<file path="config.mk">
export PLATFORM = sky130hd
export DESIGN_NAME = wb_arbiter_flat
export DESIGN_NICKNAME = d
export VERILOG_FILES = /design/src/rtl/wb_arb_pkg.sv /design/src/rtl/wb_arbiter_if.sv /design/src/rtl/wb_arb_watchdog.sv /design/src/rtl/wb_arbiter.sv /design/src/flat_wrapper.sv
export SDC_FILE = /design/constraint.sdc
export NUM_CORES = 1
export LEC_CHECK = 0
export CAP_MARGIN = 20
export CORE_AREA = 2 2 128 130
export CTS_CLUSTER_SIZE = 16
export DETAILED_ROUTE_END_ITERATION = 12
export DIE_AREA = 0 0 130 132
export SLEW_MARGIN = 20
export SYNTH_ARGS = -nofsm -noshare
export SYNTH_HDL_FRONTEND = slang
export SYNTH_SLANG_ARGS = --single-unit
</file>
<file path="constraint.sdc">
create_clock -name clk -period 2.71 [get_ports clk]
set_input_delay 0.542 -clock clk [delete_from_list [all_inputs] [get_ports clk]]
set_output_delay 0.542 -clock clk [all_outputs]
set_load 0.05 [all_outputs]
</file>
<file path="src/rtl/wb_arb_pkg.sv">
// Shared types and constants for the two-master Wishbone arbiter.
// Holds the FSM state encoding, default bus widths and one-hot grant codes.
package wb_arb_pkg;

  localparam int ADDR_W_DEF = 36;
  localparam int DATA_W_DEF = 32;

  typedef enum logic [1:0] {
    ST_IDLE  = 2'd0,
    ST_OWN   = 2'd1,
    ST_ABORT = 2'd2
  } arb_state_e;

  localparam logic [1:0] GNT_NONE = 2'b00;
  localparam logic [1:0] GNT_M0   = 2'b01;
  localparam logic [1:0] GNT_M1   = 2'b10;

  function automatic logic [1:0] grant_of(input logic owner);
    return owner ? GNT_M1 : GNT_M0;
  endfunction

endpackage

</file>
<file path="src/rtl/wb_arbiter_if.sv">
// Bundle of both master ports, the shared slave port and arbiter status.
// The slave modport is the arbiter's view; master is the surrounding system.
interface wb_arbiter_if
  import wb_arb_pkg::*;
#(
  parameter int ADDR_WIDTH = ADDR_W_DEF,
  parameter int DATA_WIDTH = DATA_W_DEF
);

  logic [ADDR_WIDTH-1:0]   m0_adr_i, m1_adr_i;
  logic [DATA_WIDTH-1:0]   m0_dat_i, m1_dat_i;
  logic [DATA_WIDTH-1:0]   m0_dat_o, m1_dat_o;
  logic                    m0_we_i,  m1_we_i;
  logic [DATA_WIDTH/8-1:0] m0_sel_i, m1_sel_i;
  logic                    m0_stb_i, m1_stb_i;
  logic                    m0_cyc_i, m1_cyc_i;
  logic                    m0_ack_o, m1_ack_o;
  logic                    m0_err_o, m1_err_o;

  logic [ADDR_WIDTH-1:0]   s_adr_o;
  logic [DATA_WIDTH-1:0]   s_dat_o;
  logic                    s_we_o;
  logic [DATA_WIDTH/8-1:0] s_sel_o;
  logic                    s_stb_o;
  logic                    s_cyc_o;
  logic [DATA_WIDTH-1:0]   s_dat_i;
  logic                    s_ack_i;
  logic                    s_err_i;

  logic [1:0]              grant_o;
  logic                    timeout_o;

  modport slave (
    input  m0_adr_i, m1_adr_i, m0_dat_i, m1_dat_i, m0_we_i, m1_we_i,
           m0_sel_i, m1_sel_i, m0_stb_i, m1_stb_i, m0_cyc_i, m1_cyc_i,
           s_dat_i, s_ack_i, s_err_i,
    output m0_dat_o, m1_dat_o, m0_ack_o, m1_ack_o, m0_err_o, m1_err_o,
           s_adr_o, s_dat_o, s_we_o, s_sel_o, s_stb_o, s_cyc_o,
           grant_o, timeout_o
  );

  modport master (
    output m0_adr_i, m1_adr_i, m0_dat_i, m1_dat_i, m0_we_i, m1_we_i,
           m0_sel_i, m1_sel_i, m0_stb_i, m1_stb_i, m0_cyc_i, m1_cyc_i,
           s_dat_i, s_ack_i, s_err_i,
    input  m0_dat_o, m1_dat_o, m0_ack_o, m1_ack_o, m0_err_o, m1_err_o,
           s_adr_o, s_dat_o, s_we_o, s_sel_o, s_stb_o, s_cyc_o,
           grant_o, timeout_o
  );

endinterface

</file>
<file path="src/rtl/wb_arb_watchdog.sv">
// Wait-state counter: counts enabled cycles, saturates at TIMEOUT, clear wins.
// expired_o is combinational from the count; TIMEOUT=0 never expires.
module wb_arb_watchdog #(
  parameter int TIMEOUT = 255
) (
  input  logic clk,
  input  logic nreset,
  input  logic clr_i,
  input  logic en_i,
  output logic expired_o
);

  localparam int CW = (TIMEOUT > 0) ? $clog2(TIMEOUT + 1) : 1;
  localparam logic [CW-1:0] LIMIT = CW'(TIMEOUT);

  logic [CW-1:0] cnt_q, cnt_d;

  always_comb begin
    cnt_d = cnt_q;
    if (clr_i) begin
      cnt_d = '0;
    end else if (en_i && (cnt_q != LIMIT)) begin
      cnt_d = cnt_q + 1'b1;
    end
  end

  always_ff @(posedge clk or negedge nreset) begin
    if (!nreset) begin
      cnt_q <= '0;
    end else begin
      cnt_q <= cnt_d;
    end
  end

  assign expired_o = (TIMEOUT != 0) && (cnt_q == LIMIT);

endmodule

</file>
<file path="src/rtl/wb_arbiter.sv">
// Round-robin two-master Wishbone classic arbiter with bus lock and stuck-slave watchdog.
// Grant one cycle after cyc; slave signals and ack/err are combinational from the registered owner.
module wb_arbiter
  import wb_arb_pkg::*;
#(
  parameter int ADDR_WIDTH = ADDR_W_DEF,
  parameter int DATA_WIDTH = DATA_W_DEF,
  parameter int TIMEOUT    = 255
) (
  input  logic         clk,
  input  logic         nreset,
  wb_arbiter_if.slave  bus
);

  arb_state_e state_q;
  logic       owner_q;
  logic       last_owner_q;
  logic [1:0] grant_q;

  logic own_cyc, own_stb, oth_cyc, req_owner, in_own, live;
  logic wd_en, wd_clr, wd_expired, wd_fire;

  logic [ADDR_WIDTH-1:0]   adr_mux;
  logic [DATA_WIDTH-1:0]   dat_mux;
  logic [DATA_WIDTH/8-1:0] sel_mux;
  logic                    we_mux;

  assign own_cyc = owner_q ? bus.m1_cyc_i : bus.m0_cyc_i;
  assign own_stb = owner_q ? bus.m1_stb_i : bus.m0_stb_i;
  assign oth_cyc = owner_q ? bus.m0_cyc_i : bus.m1_cyc_i;
  // On a tie the master that did not own the bus last wins.
  assign req_owner = (bus.m0_cyc_i && bus.m1_cyc_i) ? ~last_owner_q : bus.m1_cyc_i;
  assign in_own  = (state_q == ST_OWN);

  assign wd_en   = in_own & own_cyc & own_stb & ~bus.s_ack_i & ~bus.s_err_i;
  assign wd_clr  = ~wd_en;
  assign wd_fire = wd_en & wd_expired;

  wb_arb_watchdog #(.TIMEOUT(TIMEOUT)) u_watchdog (
    .clk       (clk),
    .nreset    (nreset),
    .clr_i     (wd_clr),
    .en_i      (wd_en),
    .expired_o (wd_expired)
  );

  assign adr_mux = owner_q ? bus.m1_adr_i : bus.m0_adr_i;
  assign dat_mux = owner_q ? bus.m1_dat_i : bus.m0_dat_i;
  assign sel_mux = owner_q ? bus.m1_sel_i : bus.m0_sel_i;
  assign we_mux  = owner_q ? bus.m1_we_i  : bus.m0_we_i;

  // The abort cycle already drops the slave side so the slave sees the cycle end.
  assign live        = in_own & own_cyc & ~wd_fire;
  assign bus.s_cyc_o = live;
  assign bus.s_stb_o = live & own_stb;
  assign bus.s_we_o  = live & we_mux;
  assign bus.s_adr_o = live ? adr_mux : '0;
  assign bus.s_dat_o = live ? dat_mux : '0;
  assign bus.s_sel_o = live ? sel_mux : '0;

  assign bus.m0_dat_o = bus.s_dat_i;
  assign bus.m1_dat_o = bus.s_dat_i;
  assign bus.m0_ack_o = in_own & ~owner_q & bus.s_ack_i;
  assign bus.m1_ack_o = in_own &  owner_q & bus.s_ack_i;
  assign bus.m0_err_o = in_own & ~owner_q & (bus.s_err_i | wd_fire);
  assign bus.m1_err_o = in_own &  owner_q & (bus.s_err_i | wd_fire);
  assign bus.timeout_o = wd_fire;
  assign bus.grant_o   = grant_q;

  always_ff @(posedge clk or negedge nreset) begin
    if (!nreset) begin
      state_q      <= ST_IDLE;
      owner_q      <= 1'b0;
      last_owner_q <= 1'b1;
      grant_q      <= GNT_NONE;
    end else begin
      case (state_q)
        ST_IDLE: begin
          if (bus.m0_cyc_i || bus.m1_cyc_i) begin
            state_q <= ST_OWN;
            owner_q <= req_owner;
            grant_q <= grant_of(req_owner);
          end
        end
        ST_OWN: begin
          if (wd_fire) begin
            state_q <= ST_ABORT;
          end else if (!own_cyc) begin
            last_owner_q <= owner_q;
            if (oth_cyc) begin
              owner_q <= ~owner_q;
              grant_q <= grant_of(~owner_q);
            end else begin
              state_q <= ST_IDLE;
              grant_q <= GNT_NONE;
            end
          end
        end
        ST_ABORT: begin
          if (!own_cyc) begin
            last_owner_q <= owner_q;
            state_q      <= ST_IDLE;
            grant_q      <= GNT_NONE;
          end
        end
        default: begin
          state_q <= ST_IDLE;
          grant_q <= GNT_NONE;
        end
      endcase
    end
  end

endmodule

</file>
<file path="src/flat_wrapper.sv">
// flat-port wrapper written by rule: the top's interface ports become plain ports
module wb_arbiter_flat import wb_arb_pkg::*;
#(
  parameter int ADDR_WIDTH = ADDR_W_DEF,
  parameter int DATA_WIDTH = DATA_W_DEF,
  parameter int TIMEOUT    = 255
)
  (clk, nreset, bus_m0_adr_i, bus_m1_adr_i, bus_m0_dat_i, bus_m1_dat_i, bus_m0_we_i, bus_m1_we_i, bus_m0_sel_i, bus_m1_sel_i, bus_m0_stb_i, bus_m1_stb_i, bus_m0_cyc_i, bus_m1_cyc_i, bus_s_dat_i, bus_s_ack_i, bus_s_err_i, bus_m0_dat_o, bus_m1_dat_o, bus_m0_ack_o, bus_m1_ack_o, bus_m0_err_o, bus_m1_err_o, bus_s_adr_o, bus_s_dat_o, bus_s_we_o, bus_s_sel_o, bus_s_stb_o, bus_s_cyc_o, bus_grant_o, bus_timeout_o);
  wb_arbiter_if #(.ADDR_WIDTH(ADDR_WIDTH), .DATA_WIDTH(DATA_WIDTH)) bus_i ();
  input  logic clk;
  input  logic nreset;
  input wire logic [$bits(bus_i.m0_adr_i)-1:0] bus_m0_adr_i;
  input wire logic [$bits(bus_i.m1_adr_i)-1:0] bus_m1_adr_i;
  input wire logic [$bits(bus_i.m0_dat_i)-1:0] bus_m0_dat_i;
  input wire logic [$bits(bus_i.m1_dat_i)-1:0] bus_m1_dat_i;
  input wire logic [$bits(bus_i.m0_we_i)-1:0] bus_m0_we_i;
  input wire logic [$bits(bus_i.m1_we_i)-1:0] bus_m1_we_i;
  input wire logic [$bits(bus_i.m0_sel_i)-1:0] bus_m0_sel_i;
  input wire logic [$bits(bus_i.m1_sel_i)-1:0] bus_m1_sel_i;
  input wire logic [$bits(bus_i.m0_stb_i)-1:0] bus_m0_stb_i;
  input wire logic [$bits(bus_i.m1_stb_i)-1:0] bus_m1_stb_i;
  input wire logic [$bits(bus_i.m0_cyc_i)-1:0] bus_m0_cyc_i;
  input wire logic [$bits(bus_i.m1_cyc_i)-1:0] bus_m1_cyc_i;
  input wire logic [$bits(bus_i.s_dat_i)-1:0] bus_s_dat_i;
  input wire logic [$bits(bus_i.s_ack_i)-1:0] bus_s_ack_i;
  input wire logic [$bits(bus_i.s_err_i)-1:0] bus_s_err_i;
  output wire logic [$bits(bus_i.m0_dat_o)-1:0] bus_m0_dat_o;
  output wire logic [$bits(bus_i.m1_dat_o)-1:0] bus_m1_dat_o;
  output wire logic [$bits(bus_i.m0_ack_o)-1:0] bus_m0_ack_o;
  output wire logic [$bits(bus_i.m1_ack_o)-1:0] bus_m1_ack_o;
  output wire logic [$bits(bus_i.m0_err_o)-1:0] bus_m0_err_o;
  output wire logic [$bits(bus_i.m1_err_o)-1:0] bus_m1_err_o;
  output wire logic [$bits(bus_i.s_adr_o)-1:0] bus_s_adr_o;
  output wire logic [$bits(bus_i.s_dat_o)-1:0] bus_s_dat_o;
  output wire logic [$bits(bus_i.s_we_o)-1:0] bus_s_we_o;
  output wire logic [$bits(bus_i.s_sel_o)-1:0] bus_s_sel_o;
  output wire logic [$bits(bus_i.s_stb_o)-1:0] bus_s_stb_o;
  output wire logic [$bits(bus_i.s_cyc_o)-1:0] bus_s_cyc_o;
  output wire logic [$bits(bus_i.grant_o)-1:0] bus_grant_o;
  output wire logic [$bits(bus_i.timeout_o)-1:0] bus_timeout_o;
  assign bus_i.m0_adr_i = bus_m0_adr_i;
  assign bus_i.m1_adr_i = bus_m1_adr_i;
  assign bus_i.m0_dat_i = bus_m0_dat_i;
  assign bus_i.m1_dat_i = bus_m1_dat_i;
  assign bus_i.m0_we_i = bus_m0_we_i;
  assign bus_i.m1_we_i = bus_m1_we_i;
  assign bus_i.m0_sel_i = bus_m0_sel_i;
  assign bus_i.m1_sel_i = bus_m1_sel_i;
  assign bus_i.m0_stb_i = bus_m0_stb_i;
  assign bus_i.m1_stb_i = bus_m1_stb_i;
  assign bus_i.m0_cyc_i = bus_m0_cyc_i;
  assign bus_i.m1_cyc_i = bus_m1_cyc_i;
  assign bus_i.s_dat_i = bus_s_dat_i;
  assign bus_i.s_ack_i = bus_s_ack_i;
  assign bus_i.s_err_i = bus_s_err_i;
  assign bus_m0_dat_o = bus_i.m0_dat_o;
  assign bus_m1_dat_o = bus_i.m1_dat_o;
  assign bus_m0_ack_o = bus_i.m0_ack_o;
  assign bus_m1_ack_o = bus_i.m1_ack_o;
  assign bus_m0_err_o = bus_i.m0_err_o;
  assign bus_m1_err_o = bus_i.m1_err_o;
  assign bus_s_adr_o = bus_i.s_adr_o;
  assign bus_s_dat_o = bus_i.s_dat_o;
  assign bus_s_we_o = bus_i.s_we_o;
  assign bus_s_sel_o = bus_i.s_sel_o;
  assign bus_s_stb_o = bus_i.s_stb_o;
  assign bus_s_cyc_o = bus_i.s_cyc_o;
  assign bus_grant_o = bus_i.grant_o;
  assign bus_timeout_o = bus_i.timeout_o;
  wb_arbiter #(.ADDR_WIDTH(ADDR_WIDTH), .DATA_WIDTH(DATA_WIDTH), .TIMEOUT(TIMEOUT)) u_core (.clk(clk), .nreset(nreset), .bus(bus_i));
endmodule
</file>
==> impl_metrics.ini <==
[die]
initial_util_pct = 15.9
dieWidth_um = 130
fp-row-count = 46
core_region_area_sq_mm = 0.0157
chipHeight_um = 132
die-area_sq_mm = 0.0172
top_level_ports = 332

[logic_synthesis]
ys_seq_area_share_pct = 14.1
synth_area_sq_mm = 0.00250
synth.top_cells.by_count = nor2_1, mux2i_1, buf_4, dfrtp_1
synth_top_family_by_area = multiplexers
synth-simple-area-share_pct = 20.2
yosys_register_bits = 14
syn_nets = 523
synthArstFlopShare_pct = 100
synthDistinctLibCells = 41
netlist.top_cell.by_area = mux2i_1
number_of_enable_type_register_cells_in_the_synthesized_netlist = 0
ys_dominant_reg_cell = dfrtp_1
ys_warn_count = 0
synthTopCellsByArea = mux2i_1, buf_4, dfrtp_1, nor2_1, buf_2
synth-compound-area-share_pct = 7.86
syn-mean-instance-area_sq_um = 7.50
syn-instance-count = 333
synthAdderAreaFrac_pct = 2.00
portion_of_netlist_area_occupied_by_mux_cells_pct = 31.3
synthDominantCellAreaShare_pct = 30.8
yosys.cell_count.top_type = nor2_1
post_synth_xor_area_fraction_pct = 0.701

[clocking]
cts_max_level = 1
ctsHoldBuffers = 0
clock_tree.buffer_depth = 2
clk_pin_slew_ps = 40
number_of_cts_inserted_buffers = 3
cts_tree = yes
cts_root_buffer = clkbuf_16
clock_latency_ps = 250
cts_sinks = 14

[sta]
fin_skew_ps = 2.52
slew_headroom_pct = 57.2
finalSetupViolCount = 0
period_share_pct = 96.7
max_clock_freq_ghz = 0.382
report.final.hold_viol_count = 0
worst_pin_slew_ps = 640
timing_max_transition_violations_final = 0
grt_setup_unrepaired = no
finalCriticalPeriod_ps = 2620
setup_total_negative_slack_ps = 0

[run]
drv_cap = 0

[critical_path]
data_arrival_time_at_the_worst_slack_endpoint_ps = 2080
required_ps = 2170
timing.critical_path.fanout_max = 13
timing.setup.critical_path_class = input port to output port
critical-path-top-cell-by-count = buf_12
crit_path_cell_trace = dlygate4sd2_1 > or2_4 > nor4_4 > or2_4 > buf_12 > buf_12 > nor2_2 > buf_12
critical_path.slowest_cell = or2_4
type_of_origin_of_the_critical_path = input port
capturing_element_type_of_the_critical_path = output port
reg_to_reg_start = u_core.state_q[1]
worstReg2RegEnd = u_core.state_q[0]
setup.worst_path.start = bus_s_err_i
cp_slowest_stage_delay_ps = 260
worstSetupEndpoint = bus_s_adr_o[14]
crit_path_buf_inv_count = 4
crit_family = simple AND/OR/NAND/NOR gates
worst-path-stages = 8
reg2regPathDepth = 7
r2r_slack_ps = 530

[routing]
ratio_of_routed_vias_to_standard_cells = 4.07
wire_per_inst_um = 17.1
drt_first_pass_iters = 4
drtIter0Drc = 87
num_vias = 2982
post-route-drc-count = 0
post_route_ant_nets = 0
wire_length_after_detailed_routing_um = 12500

[final_layout]
area.growth.synth_to_final_pct = 147
antenna_cells_inserted = 0
core_utilization_of_the_finished_layout_pct = 39.2
nets = 707
filler_cells_inserted = 1495
layout-drive-gt1-share_pct = 35.1

[place]
total_half_perimeter_wirelength_after_legalization_and_detailed_placement_um = 10300
numPortBuffers = 235
place_congestion = 0.816

[global_route]
antenna_found_initial = 0
globalRouteOverflowTotal = 0
global_route_wire_length_before_repair_um = 18500
grt_pass1_vias = 3046
total_routing_usage_reported_by_global_routing_pct = 14.0
grt_start_max_net_pins = 49

[pwr]
ir_worst_vdd_v = 0.000449
static-leakage-power_nw = 2.52
pwr_density_cell_mw_per_mm2 = 934

[run_status]
status = finished, final reports clean

[hold_path]
hold_removal_path_class = register to register
min_delay_path_depth = 1
[worst register-to-register path, delay by kind of cell (launching register included)]
| kind | cells | cell delay, ps |
|---|---|---|
| fa+ha+maj | 1 | 190 |
| compound gates | 2 | 420 |
| simple gates | 1 | 720 |
| buf+inv | 3 | 380 |
| flops | 1 | 380 |
[worst min-delay path by stage]
stage                               startpoint                          to
floorplan                               nreset       u_core.bus.grant_o[0]
global placement    u_core.u_watchdog.cnt_q[5]  u_core.u_watchdog.cnt_q[5]
detailed placement  u_core.u_watchdog.cnt_q[5]  u_core.u_watchdog.cnt_q[5]
CTS                 u_core.u_watchdog.cnt_q[5]  u_core.u_watchdog.cnt_q[5]
global route               u_core.last_owner_q         u_core.last_owner_q
finish              u_core.u_watchdog.cnt_q[5]  u_core.u_watchdog.cnt_q[5]
[metrics by stage]
stage | cells | instance area, sq um | setup slack [ps] | hold slack (ps) | total power [mW]
finish | 732 | 6160 | 88.9 | 521 | 5.75
global route | 732 | 6160 | 2.87 | 559 | 5.99
CTS | 732 | 6150 | -0.430 | 524 | 5.81
detailed placement | 716 | 5510 | -216 | 519 | 4.75
global placement | 716 | 5510 | -209 | 509 | 4.73
floorplan | 333 | 2500 | -105 | 246 | 2.91
[power by group]
group | leakage [nW] | internal, mW | total (mW) | switching, mW
Combinational | 2.30 | 2.42 | 5.14 | 2.72
Clock | 0.0442 | 0.224 | 0.310 | 0.0864
Sequential | 0.183 | 0.257 | 0.305 | 0.0480
[final cells by class]
cell class / instances / area [sq um] / share of cell area [%]
Sequential cell: 14 / 355 / 5.77
Multi-Input combinational cell: 229 / 1870 / 30.4
Timing Repair Buffer: 264 / 3560 / 57.7
Inverter: 5 / 18.8 / 0.305
Clock buffer: 4 / 88.8 / 1.44
Tap cell: 216 / 270 / 4.39
[placed cells by master (no fill, tap or decap), types with 2 or more instances in the layout]
| cell | n |
|---|---|
| a21boi_0 | 2 |
| a2bb2oi_1 | 2 |
| a31oi_1 | 3 |
| and3_1 | 2 |
| buf_12 | 84 |
| buf_16 | 7 |
| buf_4 | 17 |
| clkbuf_16 | 3 |
| clkdlybuf4s50_1 | 149 |
| dfrtp_1 | 12 |
| dlygate4sd2_1 | 6 |
| ha_1 | 3 |
| inv_1 | 5 |
| mux2i_1 | 76 |
| nand2_1 | 11 |
| nand3_1 | 4 |
| nor2_1 | 29 |
| nor2_2 | 29 |
| nor2_4 | 28 |
| nor2b_1 | 2 |
| nor3b_1 | 2 |
| o211ai_1 | 3 |
| o21a_1 | 2 |
| o21ai_0 | 5 |
| o2bb2ai_1 | 3 |
| or2_4 | 2 |
[sequential cells by signal, indices dropped and copies added, names as in the netlist]
register                 flops
u_core.state_q               2
u_core.bus.grant_o           2
u_core.u_watchdog.cnt_q      8
u_core.last_owner_q          1
u_core.owner_q               1
[cells by family (layout without fill, tap and decap cells)]
| kind of cell | Yosys count | count (layout) |
|---|---|---|
| adder cells (fa/ha/maj) | 4 | 4 |
| buffers and inverters | 90 | 273 |
| flip-flops | 14 | 14 |
| multiplexers | 78 | 78 |
| XOR/XNOR | 2 | 2 |
| AO/OA/AOI/OAI | 27 | 27 |
| AND/OR/NAND/NOR | 118 | 118 |
[metal layers]
metal / share of wire, % / GRT usage, % / vias to the layer above
met3: 7.8 / 3.33 / 11
met4: 1.0 / 2.39 / 0
li1: - / - / 1439
met1: 36 / 15.8 / 1347
met2: 55 / 26.5 / 185
met5: 0 / 0 / -
[repair_timing]
item                       CTS  global route
resized for setup          102             7
setup endpoints to repair   78            29
pin swaps                    4             2
setup buffers                6             0
gates cloned                 6             0
(Power assumes the default switching activity.)
